<file path="config.mk">
export PLATFORM = sky130hd
export DESIGN_NAME = fetch_sequencer_flat
export DESIGN_NICKNAME = d
export VERILOG_FILES = /design/src/rtl/fetch_sequencer_if.sv /design/src/rtl/fetch_sequencer.sv /design/src/flat_wrapper.sv
export SDC_FILE = /design/constraint.sdc
export NUM_CORES = 1
export LEC_CHECK = 0
export ABC_AREA = 1
export CAP_MARGIN = 5
export CELL_PAD_IN_SITES_DETAIL_PLACEMENT = 0
export CELL_PAD_IN_SITES_GLOBAL_PLACEMENT = 1
export CORE_AREA = 4 4 262 264
export DETAILED_ROUTE_END_ITERATION = 8
export DIE_AREA = 0 0 266 268
export GPL_ROUTABILITY_DRIVEN = 0
export PLACE_DENSITY = 0.88
export RECOVER_POWER = 50
export SETUP_SLACK_MARGIN = 0.15
export SLEW_MARGIN = 10
export SYNTH_ARGS = -nofsm -noshare
export SYNTH_HDL_FRONTEND = slang
export SYNTH_SLANG_ARGS = --single-unit
</file>
<file path="constraint.sdc">
create_clock -name clk -period 2.91 [get_ports clk]
set_clock_uncertainty 0.2 [all_clocks]
set_input_delay 0.582 -clock clk [delete_from_list [all_inputs] [get_ports clk]]
set_output_delay 0.582 -clock clk [all_outputs]
set_load 0.01 [all_outputs]
</file>
<file path="src/rtl/fetch_sequencer_if.sv">
// Handshake bundle between the fetch sequencer, instruction memory and the decoder.
// master = fetch engine side, slave = memory/decoder/branch-resolution side.
interface fetch_sequencer_if #(
    parameter int IW  = 32,
    parameter int AW  = 64,
    parameter int OCW = 3
) ();

    logic          imem_req_valid;
    logic          imem_req_ready;
    logic [AW-1:0] imem_req_addr;
    logic          imem_rsp_valid;
    logic [IW-1:0] imem_rsp_data;

    logic          instr_valid;
    logic          instr_ready;
    logic [IW-1:0] instr_out;
    logic [AW-1:0] instr_pc;

    logic          redirect_en;
    logic [AW-1:0] redirect_pc;

    logic           halted;
    logic [OCW-1:0] occupancy;

    modport master (
        output imem_req_valid,
        output imem_req_addr,
        input  imem_req_ready,
        input  imem_rsp_valid,
        input  imem_rsp_data,
        output instr_valid,
        output instr_out,
        output instr_pc,
        input  instr_ready,
        input  redirect_en,
        input  redirect_pc,
        output halted,
        output occupancy
    );

    modport slave (
        input  imem_req_valid,
        input  imem_req_addr,
        output imem_req_ready,
        output imem_rsp_valid,
        output imem_rsp_data,
        input  instr_valid,
        input  instr_out,
        input  instr_pc,
        output instr_ready,
        output redirect_en,
        output redirect_pc,
        input  halted,
        input  occupancy
    );

endinterface

</file>
<file path="src/rtl/fetch_sequencer.sv">
// Pipelined instruction fetch engine: keeps up to MAX_OS memory requests in flight and
// buffers returned words with their PC in an in-order queue feeding the decoder.
module fetch_sequencer #(
    parameter int          IW       = 32,
    parameter int          AW       = 64,
    parameter int          DEPTH    = 4,
    parameter int          MAX_OS   = 2,
    parameter logic [AW-1:0] RESET_PC = 64'h8000_0000
) (
    input logic            clk,
    input logic            rstn,
    fetch_sequencer_if.master bus
);

    localparam int PW  = $clog2(DEPTH);
    localparam int OCW = PW + 1;
    localparam int OSW = $clog2(MAX_OS + 1);
    localparam logic [IW-1:0] EBREAK = IW'(32'h0010_0073);

    typedef enum logic [1:0] {
        IDLE = 2'd0,
        RUN  = 2'd1,
        HALT = 2'd2
    } state_t;

    state_t          state_q, state_d;
    logic [AW-1:0]   pc_q, pc_d;
    logic [PW-1:0]   head_q, head_d;
    logic [PW-1:0]   tail_q, tail_d;
    logic [PW-1:0]   fill_q, fill_d;
    logic [OCW-1:0]  count_q, count_d;
    logic [OSW-1:0]  os_q, os_d;
    logic [OSW-1:0]  drop_q, drop_d;
    logic [IW-1:0]   data_q [DEPTH];
    logic [IW-1:0]   data_d [DEPTH];
    logic [AW-1:0]   tag_q  [DEPTH];
    logic [AW-1:0]   tag_d  [DEPTH];
    logic [DEPTH-1:0] full_q, full_d;

    logic req_valid;
    logic req_fire;
    logic rsp_fire;
    logic instr_valid;
    logic issue_fire;
    logic halt_now;
    logic redirect_take;

    assign req_valid   = (state_q == RUN) && (count_q < OCW'(DEPTH)) && (os_q < OSW'(MAX_OS));
    assign req_fire    = req_valid && bus.imem_req_ready;
    assign rsp_fire    = bus.imem_rsp_valid;
    assign instr_valid = (state_q == RUN) && full_q[head_q];
    assign issue_fire  = instr_valid && bus.instr_ready;
    assign halt_now    = issue_fire && (data_q[head_q] == EBREAK);
    // An ebreak leaving the queue wins over a redirect in the same cycle.
    assign redirect_take = (state_q == RUN) && bus.redirect_en && !halt_now;

    assign bus.imem_req_valid = req_valid;
    assign bus.imem_req_addr  = req_valid ? pc_q : '0;
    assign bus.instr_valid    = instr_valid;
    assign bus.instr_out      = instr_valid ? data_q[head_q] : '0;
    assign bus.instr_pc       = instr_valid ? tag_q[head_q] : '0;
    assign bus.halted         = (state_q == HALT);
    assign bus.occupancy      = count_q;

    always_comb begin
        state_d = state_q;
        unique case (state_q)
            IDLE:    state_d = RUN;
            RUN:     if (halt_now) state_d = HALT;
            HALT:    state_d = HALT;
            default: state_d = IDLE;
        endcase
    end

    // Outstanding count includes requests whose responses will be thrown away.
    always_comb begin
        os_d = os_q;
        if (req_fire && !rsp_fire) begin
            os_d = os_q + OSW'(1);
        end else if (!req_fire && rsp_fire && (os_q != '0)) begin
            os_d = os_q - OSW'(1);
        end
    end

    always_comb begin
        pc_d    = pc_q;
        head_d  = head_q;
        tail_d  = tail_q;
        fill_d  = fill_q;
        count_d = count_q;
        drop_d  = drop_q;
        data_d  = data_q;
        tag_d   = tag_q;
        full_d  = full_q;

        if (redirect_take) begin
            // Everything in flight, including this cycle's handshakes, becomes stale.
            pc_d    = bus.redirect_pc;
            head_d  = '0;
            tail_d  = '0;
            fill_d  = '0;
            count_d = '0;
            full_d  = '0;
            drop_d  = os_d;
        end else begin
            if (req_fire) begin
                pc_d           = pc_q + AW'(4);
                tag_d[tail_q]  = pc_q;
                full_d[tail_q] = 1'b0;
                tail_d         = tail_q + PW'(1);
            end

            if (rsp_fire) begin
                if (drop_q != '0) begin
                    drop_d = drop_q - OSW'(1);
                end else if (state_q == RUN) begin
                    data_d[fill_q] = bus.imem_rsp_data;
                    full_d[fill_q] = 1'b1;
                    fill_d         = fill_q + PW'(1);
                end
            end

            if (issue_fire) begin
                full_d[head_q] = 1'b0;
                head_d         = head_q + PW'(1);
            end

            if (req_fire && !issue_fire) begin
                count_d = count_q + OCW'(1);
            end else if (!req_fire && issue_fire) begin
                count_d = count_q - OCW'(1);
            end
        end
    end

    always_ff @(posedge clk or negedge rstn) begin
        if (!rstn) begin
            state_q <= IDLE;
            pc_q    <= RESET_PC;
            head_q  <= '0;
            tail_q  <= '0;
            fill_q  <= '0;
            count_q <= '0;
            os_q    <= '0;
            drop_q  <= '0;
            full_q  <= '0;
            for (int i = 0; i < DEPTH; i++) begin
                data_q[i] <= '0;
                tag_q[i]  <= '0;
            end
        end else begin
            state_q <= state_d;
            pc_q    <= pc_d;
            head_q  <= head_d;
            tail_q  <= tail_d;
            fill_q  <= fill_d;
            count_q <= count_d;
            os_q    <= os_d;
            drop_q  <= drop_d;
            full_q  <= full_d;
            for (int i = 0; i < DEPTH; i++) begin
                data_q[i] <= data_d[i];
                tag_q[i]  <= tag_d[i];
            end
        end
    end

endmodule

</file>
<file path="src/flat_wrapper.sv">
// flat-port wrapper written by rule: the top's interface ports become plain ports
module fetch_sequencer_flat 
#(
    parameter int          IW       = 32,
    parameter int          AW       = 64,
    parameter int          DEPTH    = 4,
    parameter int          MAX_OS   = 2,
    parameter logic [AW-1:0] RESET_PC = 64'h8000_0000
)
  (clk, rstn, bus_imem_req_valid, bus_imem_req_addr, bus_imem_req_ready, bus_imem_rsp_valid, bus_imem_rsp_data, bus_instr_valid, bus_instr_out, bus_instr_pc, bus_instr_ready, bus_redirect_en, bus_redirect_pc, bus_halted, bus_occupancy);
  fetch_sequencer_if #(.IW(IW), .AW(AW), .OCW((3))) bus_i ();
  input logic clk;
  input logic rstn;
  output wire logic [$bits(bus_i.imem_req_valid)-1:0] bus_imem_req_valid;
  output wire logic [$bits(bus_i.imem_req_addr)-1:0] bus_imem_req_addr;
  input wire logic [$bits(bus_i.imem_req_ready)-1:0] bus_imem_req_ready;
  input wire logic [$bits(bus_i.imem_rsp_valid)-1:0] bus_imem_rsp_valid;
  input wire logic [$bits(bus_i.imem_rsp_data)-1:0] bus_imem_rsp_data;
  output wire logic [$bits(bus_i.instr_valid)-1:0] bus_instr_valid;
  output wire logic [$bits(bus_i.instr_out)-1:0] bus_instr_out;
  output wire logic [$bits(bus_i.instr_pc)-1:0] bus_instr_pc;
  input wire logic [$bits(bus_i.instr_ready)-1:0] bus_instr_ready;
  input wire logic [$bits(bus_i.redirect_en)-1:0] bus_redirect_en;
  input wire logic [$bits(bus_i.redirect_pc)-1:0] bus_redirect_pc;
  output wire logic [$bits(bus_i.halted)-1:0] bus_halted;
  output wire logic [$bits(bus_i.occupancy)-1:0] bus_occupancy;
  assign bus_imem_req_valid = bus_i.imem_req_valid;
  assign bus_imem_req_addr = bus_i.imem_req_addr;
  assign bus_i.imem_req_ready = bus_imem_req_ready;
  assign bus_i.imem_rsp_valid = bus_imem_rsp_valid;
  assign bus_i.imem_rsp_data = bus_imem_rsp_data;
  assign bus_instr_valid = bus_i.instr_valid;
  assign bus_instr_out = bus_i.instr_out;
  assign bus_instr_pc = bus_i.instr_pc;
  assign bus_i.instr_ready = bus_instr_ready;
  assign bus_i.redirect_en = bus_redirect_en;
  assign bus_i.redirect_pc = bus_redirect_pc;
  assign bus_halted = bus_i.halted;
  assign bus_occupancy = bus_i.occupancy;
  fetch_sequencer #(.IW(IW), .AW(AW), .DEPTH(DEPTH), .MAX_OS(MAX_OS), .RESET_PC(RESET_PC)) u_core (.clk(clk), .rstn(rstn), .bus(bus_i));
endmodule
</file>
### Word level (Yosys, flattened, before mapping)

Index checks and enable logic that the tools add are counted.

* register bits after elaboration: 467
* input port bits: 102
* output and inout port bits: 166
* word-level logic and storage cells: 140

* add/sub/neg operators: 9
* magnitude comparators: 13
* equal/unequal tests: 5
* mux-type cells: 51
* bitwise gates (word level): 10
* reduce and logical (&&, ||, !) cells: 35

Operator list (number)
* 64-bit 2-to-1 mux: 7
* 256-bit bitwise mux: 1
* 64-bit binary-select mux with 2-bit select: 1
* 128-bit bitwise mux: 1
* 64-bit demux with 2-bit select: 1
* 32-bit 2-to-1 mux: 4
* 64-bit by 3-bit adder with 64-bit output, second input constant: 1
* 32-bit binary-select mux with 2-bit select: 1
* 32-bit demux with 2-bit select: 1
* 32-bit by 21-bit == test with 1-bit output, second input constant: 1
* 4-bit 2-to-1 mux: 8
* 2-bit 2-to-1 mux: 14
* 1-bit logical AND: 18
* 2-bit nonzero test: 7
* 3-bit greater-or-equal comparator, second input constant: 3
* 2-bit by 3-bit < comparator with 1-bit output, second input constant: 3
* 3-bit 2-to-1 mux: 3
* 2-bit inverter with 3-bit output: 3
* 2-bit by 1-bit adder with 2-bit output, second input constant: 4
* 4-bit AND: 2
* 4-bit inverter: 2
* 1-bit demux with 2-bit select: 3
* 2-bit by 1-bit greater-or-equal comparator with 1-bit output, second input constant: 3
* 3-bit by 1-bit < comparator with 1-bit output, second input constant: 2
* 19 further kinds: 29

### Longest topological paths before layout

Gate-level depths: netlist of the first run.

* depth after elaboration: 17
* depth in mapped cells: 17
* depth with buffers taken out: 14

### Least setup slack after synthesis of the first run

OpenSTA, ideal clock, no wires.

* path kind: register to register
* start: register u_core.state_q[1]
* end: register u_core.count_q[1], in the netlist u_core.bus.occupancy[1]
* setup time: 0.074 ns
* data arrival time: 2.913 ns
* data required time: 2.636 ns
* path slack: -0.277 ns
* stages on the path, launching flop included: 14
* path buffers: 4
* period minus slack after synthesis: 3.187 ns
* path through: dfrtp_1 -> inv_1 -> ha_1 -> clkbuf_1 -> nand4_1 -> clkinv_1 -> clkbuf_1 -> clkbuf_1 -> clkbuf_1 -> ha_1 -> fa_1 -> nand2_1 -> o21ai_0 -> nor2_1

* cells in the longest elaborated chain, start to end: 7
* elaborated cells on any way between the ends: 17
* those cells by class: 1 x eq/ne; 2 x mux; 14 x reduce/logical

Ends and longest elaborated chain
* start, declared: line fetch_sequencer.sv:26 `state_t state_q, state_d;`
* start signal, assigned: line fetch_sequencer.sv:152 `state_q <= state_d;`
* 2-bit by 1-bit == test with 1-bit output *: line fetch_sequencer.sv:48, fetch_sequencer.sv:51, fetch_sequencer.sv:55
* 1-bit logical AND (on tied branches): line fetch_sequencer.sv:48, fetch_sequencer.sv:51
* 1-bit logical AND (on tied branches): line fetch_sequencer.sv:48, fetch_sequencer.sv:52
* 1-bit logical AND, or another cell as far along: line fetch_sequencer.sv:49 `assign req_fire = req_valid && bus.imem_req_ready;`
* 1-bit logical AND, or another cell as far along: line fetch_sequencer.sv:128 `if (req_fire && !issue_fire) begin`
* 3-bit 2-to-1 mux, or another cell as far along: line fetch_sequencer.sv:128
* 3-bit 2-to-1 mux or 3-bit nonzero test (tied branches)
* end signal, assigned: line fetch_sequencer.sv:157 `count_q <= count_d;`
* end, declared: line fetch_sequencer.sv:31 `logic [OCW-1:0] count_q, count_d;`

Mark *: on every way between the ends. The rest lies on a longest branch, timed or not.
A chain may end at the register's enable or synchronous reset.

### Worst setup path in the final report of the first run

* start: register u_core.head_q[0]
* end: output port bus_instr_pc[51]

* cells in the longest elaborated chain, start to end: 5
* elaborated cells on any way between the ends: 8
* those cells by class: 6 x mux; 1 x bitwise; 1 x reduce/logical

Ends and longest elaborated chain
* start, declared: line fetch_sequencer.sv:28 `logic [PW-1:0] head_q, head_d;`
* start signal, assigned: line fetch_sequencer.sv:140 `head_q <= '0;`
* start signal, assigned: line fetch_sequencer.sv:154 `head_q <= head_d;`
* 2-bit inverter with 3-bit output (implied by the code): line fetch_sequencer.sv:61 `assign bus.instr_pc = instr_valid ? tag_q[head_q] : '0;`
* 64-bit binary-select mux with 2-bit select: line fetch_sequencer.sv:61
* 64-bit 2-to-1 mux (implied by the code) (2 in series): line fetch_sequencer.sv:61
* 64-bit 2-to-1 mux *: line fetch_sequencer.sv:61
* end, declared: line flat_wrapper.sv:21 `output wire logic [$bits(bus_i.instr_pc)-1:0] bus_instr_pc;`

Mark *: on every way between the ends. The rest lies on a longest branch, timed or not. The select of a mux whose other input is x is not followed.

==> metrics.yaml, run 1 <==
synth-main-ff-cell: "dfrtp_1"
hpwlAfterDp_um: 58500
antenna_left: 0
synth_most_common_cell: "nand2_1"
timing.fmax_mhz: 321
cp_cell_sequence: "buf_12 > buf_12 > buf_16 > buf_4 > nor2_1 > nor2_1 > o21ai_1 > a21oi_1 > buf_2"
antenna_found_initial: 2
yosys-top-cells-count: "nand2_1, nand3_1, dfrtp_1"
ys_types: 30
rrSetupSlack_ns: -0.18
violations: "negative setup slack"
synth_mux_area_share_pct: 0.0451
cts_buffers: 52
p_sw_mw: 12.4
cts_tree: "done"
avgSynthCellArea_um2: 7.18
finalMaxSlewViolations: 0
nFillCells: 5934
critPathBufInv: 5
cp-end-kind: "primary output"
p_per_area_mw_per_mm2: 852
hold_path_depth: 2
clk_latency_ns: 0.62
grt_pass1_vias: 24800
fin_crit_ns: 3.11
crit_fanout: 6
grt_max_degree: 71
hold_path_class: "flop to flop"
fp.dieW_um: 266
nets: 4028
power_mw: 31.0
drive_above_1_share_pct: 24.2
syn_inst: 3472
core-area_mm2: 0.0666
ys_ff_latch: 467
synth_warnings: 0
cts_buffer_depth: 3
crit_slowest_cell: "dfrtp_4"
initial_core_util_pct: 37.5
rsz0062_at_grt: "true"
grt_overflow: 0
r2r_start: "u_core.head_q[0]"
grt.total_usage_pct: 26.8
crit_path_end: "bus_instr_pc[51]"
synth_top_area_share_pct: 46.7
num_vias: 27000
final_hold_viol_count: 0
synth-compound-area-share_pct: 5.11
synth_simple_gate_area_share_pct: 36.8
setup_violations: 533
synth-seq-area-share_pct: 46.9
numPortBuffers: 267
synthArstFlopShare_pct: 100
reg2reg_depth: 19
path_class: "flop to primary output"
die_h_um: 268
dr.pass1.iters: 6
comb_power_share_pct: 45.2
leakagePower_nw: 18.2
cp.required_ns: 2.13
timing.rr.end: "u_core.data_q[36]"
grt_first_pass_wirelength_um: 150000
slew_headroom_pct: 12.4
outcome: "finished, violations left"
synth_area_leaders: "dfrtp_1, nand2_1, nand3_1"
h-tree-depth: 2
final_core_util_pct: 54.7
cp-startpoint: "u_core.head_q[0]"
area_growth_pct: 45.9
clk_pin_slew_ns: 0.07
crit_arrival_ns: 2.33
syn_nets: 3594
cts-root-buf: "clkbuf_16"
routed_wl_um: 111000
p_int_mw: 18.7
clkPwrFrac_pct: 22.2
synth_fa_ha_area_share_pct: 1.03
seqPwrFrac_pct: 32.6
clock-sinks: 467
drtIter0Drc: 3358
yosysTopAreaCell: "dfrtp_1"
synth_top_family_by_area: "simple AND/OR/NAND/NOR gates"
timing.final.ws_setup_ns: -0.204
die-area_mm2: 0.0713
synthXorXnorAreaFrac_pct: 1.51
seq_area_mm2: 0.0117
final.period_utilization_pct: 107
drt-vias-per-instance: 5.59
multiInputGateArea_mm2: 0.0131
cp_slowest_stage_delay_ns: 0.55
ios: 268
crit_cells: 9
ir_worst_vdd_mv: 0.477
synth_edf_count: 0
netlist_area_mm2: 0.0249
drc: 0
cap_viol_max_count: 0
tightest_slew_ns: 1.31
core.rowCount: 95
switching_share_pct: 39.8
wl_per_cell_um: 23.1
cp-start-kind: "flop"
cpLargestDelayFamily: "buffers and inverters"
[how the worst min path moves through the flow]
| stage | startpoint | endpoint | slack, ns |
|---|---|---|---|
| 3_3_place_gp | u_core.tag_q[34] | u_core.tag_q[34] | 0.25 |
| 6_report | u_core.tag_q[150] | u_core.tag_q[150] | 0.26 |
| 5_1_grt | u_core.tag_q[133] | u_core.tag_q[133] | 0.28 |
| 2_1_floorplan | rstn | u_core.bus.occupancy[0] | 0.09 |
| 3_5_place_dp | u_core.tag_q[147] | u_core.tag_q[147] | 0.25 |
| 4_1_cts | u_core.tag_q[137] | u_core.tag_q[137] | 0.27 |
[per-layer routing]
metal | wire (um) | vias to the layer above | global-route usage (%) | share of wire [%]
met4 | 5960 | 0 | 9.06 | 5.3
met2 | 50900 | 1668 | 43.1 | 46
met1 | 42700 | 13000 | 37.2 | 38
met3 | 11800 | 390 | 4.43 | 11
li1 | - | 11900 | - | -
met5 | 0 | - | 0 | 0
[logic make-up (layout without fill, tap and decap cells)]
kind of cell / count (synthesis) / count (layout)
buf+inv: 461 / 927
xor+xnor: 43 / 43
mux: 1 / 1
flops: 467 / 467
fa+ha+maj: 20 / 20
other cells: 0 / 2
simple gates: 2226 / 2234
compound gates: 254 / 254
[tightest hold or removal path: stages (launching register included)]
cell and delay (ns):
dfrtp_1 0.33, nand2_1 0.05, nand2_1 0.04
[sequential cells by signal, indices dropped and copies added, names as in the netlist]
signal,count
u_core.tail_q,2
u_core.fill_q,2
u_core.head_q,2
u_core.pc_q,64
u_core.bus.occupancy,3
u_core.data_q,128
u_core.drop_q,2
u_core.full_q,4
u_core.tag_q,256
u_core.state_q,2
u_core.os_q,2
[cells in the final DEF, fill, tap and decap left out, types with 104 or more instances in the layout]
cell and n:
clkbuf_16 107, nor2_1 385, o21ai_0 112, dfrtp_1 464, inv_1 185, nand3_1 472
clkdlybuf4s50_1 104, nand2_2 114, nand2_1 981, buf_4 138
[timing repair]
item,CTS,global route
hold buffers,1,0
buffers inserted,36,21
pin swaps,79,135
gates cloned,36,72
endpoints found under the hold margin,28,0
gates resized for setup,660,466
endpoints found under the setup margin,623,622
[stage by stage]
stage	setup TNS, ns	setup slack [ns]	std cells	area (um2)	hold slack [ns]
floorplan	0	0.187	3472	25000	0.0864
detailed placement	-1.73	-0.127	4559	29700	0.253
finish	-50.54	-0.204	4821	36400	0.260
global route	-107.81	-0.272	4819	36400	0.283
CTS	-24.44	-0.163	4726	33100	0.268
global placement	-0.424	-0.0842	4559	29700	0.248
[final cells by class]
| cell class | instances | area share (%) |
|---|---|---|
| Antenna cell | 2 | 0.0138 |
| Clock buffer | 76 | 4.18 |
| Clock inverter | 18 | 0.633 |
| Inverter | 195 | 2.08 |
| Multi-Input combinational cell | 2552 | 35.9 |
| Sequential cell | 467 | 32.1 |
| Tap cell | 873 | 3.00 |
| Timing Repair Buffer | 638 | 22.0 |
[power by group through the flow]
stage / Clock [mW] / Sequential (mW) / Combinational, mW
final: 6.89 / 10.1 / 14.0
after global routing: 7.20 / 10.3 / 15.1
after CTS: 6.91 / 9.79 / 12.6
after detailed placement: 0 / 9.82 / 10.7
after global placement: 0 / 9.80 / 10.6
after floorplan: 0 / 9.38 / 6.05
Note: power is estimated with default switching activity, not from simulation.
==> inputs of run 2 (changes only) <==
--- a/config.mk
+++ b/config.mk
@@ -10,6 +10,7 @@
 export CELL_PAD_IN_SITES_DETAIL_PLACEMENT = 0
 export CELL_PAD_IN_SITES_GLOBAL_PLACEMENT = 1
 export CORE_AREA = 4 4 262 264
+export CTS_CLUSTER_SIZE = 8
 export DETAILED_ROUTE_END_ITERATION = 8
 export DIE_AREA = 0 0 266 268
 export GPL_ROUTABILITY_DRIVEN = 0
==> run 2 against run 1 <==
- the run still ends with negative setup slack left
- non-clock buffer count shrank 3
- worst hold slack gained 0.0024 ns
- total power grew 1.2%
- largest power group unchanged
- highest routed layer unchanged
==> metrics.yaml, run 2 (same netlist as run 1, synthesis figures left out) <==
outcome: "finished, violations left"
violations: "negative setup slack"
p_int_mw: 19.1
crit_arrival_ns: 2.35
tns_ns: -52.17
h-tree-depth: 3
tightest_slew_ns: 1.35
largest_reg_flops: 256
hold_path_class: "flop to flop"
cp.required_ns: 2.13
die_h_um: 268
final_core_util_pct: 53.1
area_growth_pct: 41.7
pre_cts_ws_ns: -0.127
setup_violations: 563
clk_latency_ns: 0.61
num_vias: 26600
final_area_mm2: 0.0354
timing.final.ws_setup_ns: -0.227
core-area_mm2: 0.0666
drc: 0
path_class: "flop to primary output"
cts_buffer_depth: 3
wl_per_cell_um: 22.5
power_mw: 31.4
cts_tree: "done"
cp-start-kind: "flop"
timing.fmax_mhz: 319
drtIter0Drc: 3284
grt_pass1_vias: 24700
leakagePower_nw: 18.1
final_hold_viol_count: 0
routed_wl_um: 108000
hpwlAfterDp_um: 58500
die-area_mm2: 0.0713
top_register: "u_core.tag_q"
numPortBuffers: 267
initial_core_util_pct: 37.5
nFillCells: 6118
p_per_area_mw_per_mm2: 888
grt_overflow: 0
hold_slack_ns: 0.262
drive_above_1_share_pct: 20.8
slew_headroom_pct: 10.1
clk_pin_slew_ns: 0.05
fp.dieW_um: 266
dr.pass1.iters: 6
grt_first_pass_wirelength_um: 150000
cap_viol_max_count: 0
crit_fanout: 8
reg_top3: "u_core.tag_q (256), u_core.data_q (128), u_core.pc_q (64)"
ios: 268
clock-sinks: 467
grt.total_usage_pct: 27.0
core.rowCount: 95
p_sw_mw: 12.3
finalMaxSlewViolations: 0
fin_cells: 4801
mostFrequentLayoutCells: "nand2_1, nand3_1, dfrtp_1"
rsz0062_at_grt: "true"
clkPwrFrac_pct: 22.9
comb_power_share_pct: 45.3
dp_cells: 4559
nets: 4038
diodes: 0
cts-root-buf: "clkbuf_16"
place_area_mm2: 0.0297
fin_crit_ns: 3.14
grt_max_degree: 71
seqPwrFrac_pct: 31.8
ir_worst_vdd_mv: 0.467
final.period_utilization_pct: 108
switching_share_pct: 39.2
layout_commonest_cell: "nand2_1"
antenna_left: 0
drt-vias-per-instance: 5.55
cp-end-kind: "primary output"
antenna_found_initial: 1
cts_buffers: 68
[run 2: changes by cell type in the layout (fill, tap and decap cells not counted), moves of 11 or more]
cell	change
dlymetal6s2s_1	+15
buf_4	+16
buf_8	-12
nand3_2	-48
clkdlybuf4s15_2	-13
clkbuf_8	-11
nand3_1	+55
nand2_2	-47
nand2_1	+97
dlygate4sd2_1	-29
clkbuf_2	+16
nand2_4	-49
[run 2: path summary, 6_finish.rpt]
check / from / endpoint / slack, ns / cells past startpoint
max: u_core.head_q[0] / bus_instr_pc[1] / -0.23 / 10
min: u_core.tag_q[164] / u_core.tag_q[164] / 0.26 / 2
max reg2reg: u_core.head_q[0] / u_core.tag_q[109] / -0.19 / 19
min reg2reg: u_core.tag_q[164] / u_core.tag_q[164] / 0.26 / 2
max in group asynchronous: rstn / u_core.tag_q[239] / 0.26 / 3
min in group asynchronous: rstn / u_core.tag_q[192] / 0.69 / 2
[run 2: critical path: stages, from the launching register on]
cell	delay, ns
dfrtp_4	0.54
buf_6	0.15
buf_12	0.12
buf_16	0.16
buf_16	0.15
nor2_2	0.10
nor2_1	0.04
o21ai_1	0.09
a21oi_1	0.09
buf_4	0.16
buf_6	0.12
[run 2: power groups by stage]
stage / Combinational, mW / Sequential (mW) / Clock [mW]
floorplan: 6.05 / 9.38 / 0
global placement: 10.6 / 9.80 / 0
detailed placement: 10.7 / 9.82 / 0
CTS: 12.9 / 9.76 / 7.25
global route: 15.4 / 10.2 / 7.55
finish: 14.2 / 9.99 / 7.19
[run 2: routing by layer]
layer | part of all wire [%] | GRT usage, % | wire length [um] | vias to the layer above
li1 | - | - | - | 11900
met4 | 4.5 | 9.33 | 4810 | 0
met3 | 10 | 5.17 | 11300 | 330
met5 | 0 | 0 | 0 | -
met1 | 39 | 37.4 | 42500 | 12800
met2 | 46 | 42.8 | 49400 | 1627
[run 2: area by class of cell]
type	instances	area [um2]	area share [%]
multi-input combinational	2549	12300	34.7
sequential	467	11700	33.1
timing repair buffer	635	7720	21.8
clock buffer	76	1750	4.96
tap	873	1090	3.09
inverter	195	753	2.13
clock inverter	6	66.3	0.188
[run 2: repair_timing]
action | 4_1_cts | 5_1_grt
gates cloned | 34 | 52
pin swaps | 64 | 97
endpoints found under the hold margin | 28 | 0
resized for setup | 520 | 408
endpoints found under the setup margin | 623 | 628
hold buffers | 1 | 0
buffers inserted | 35 | 38
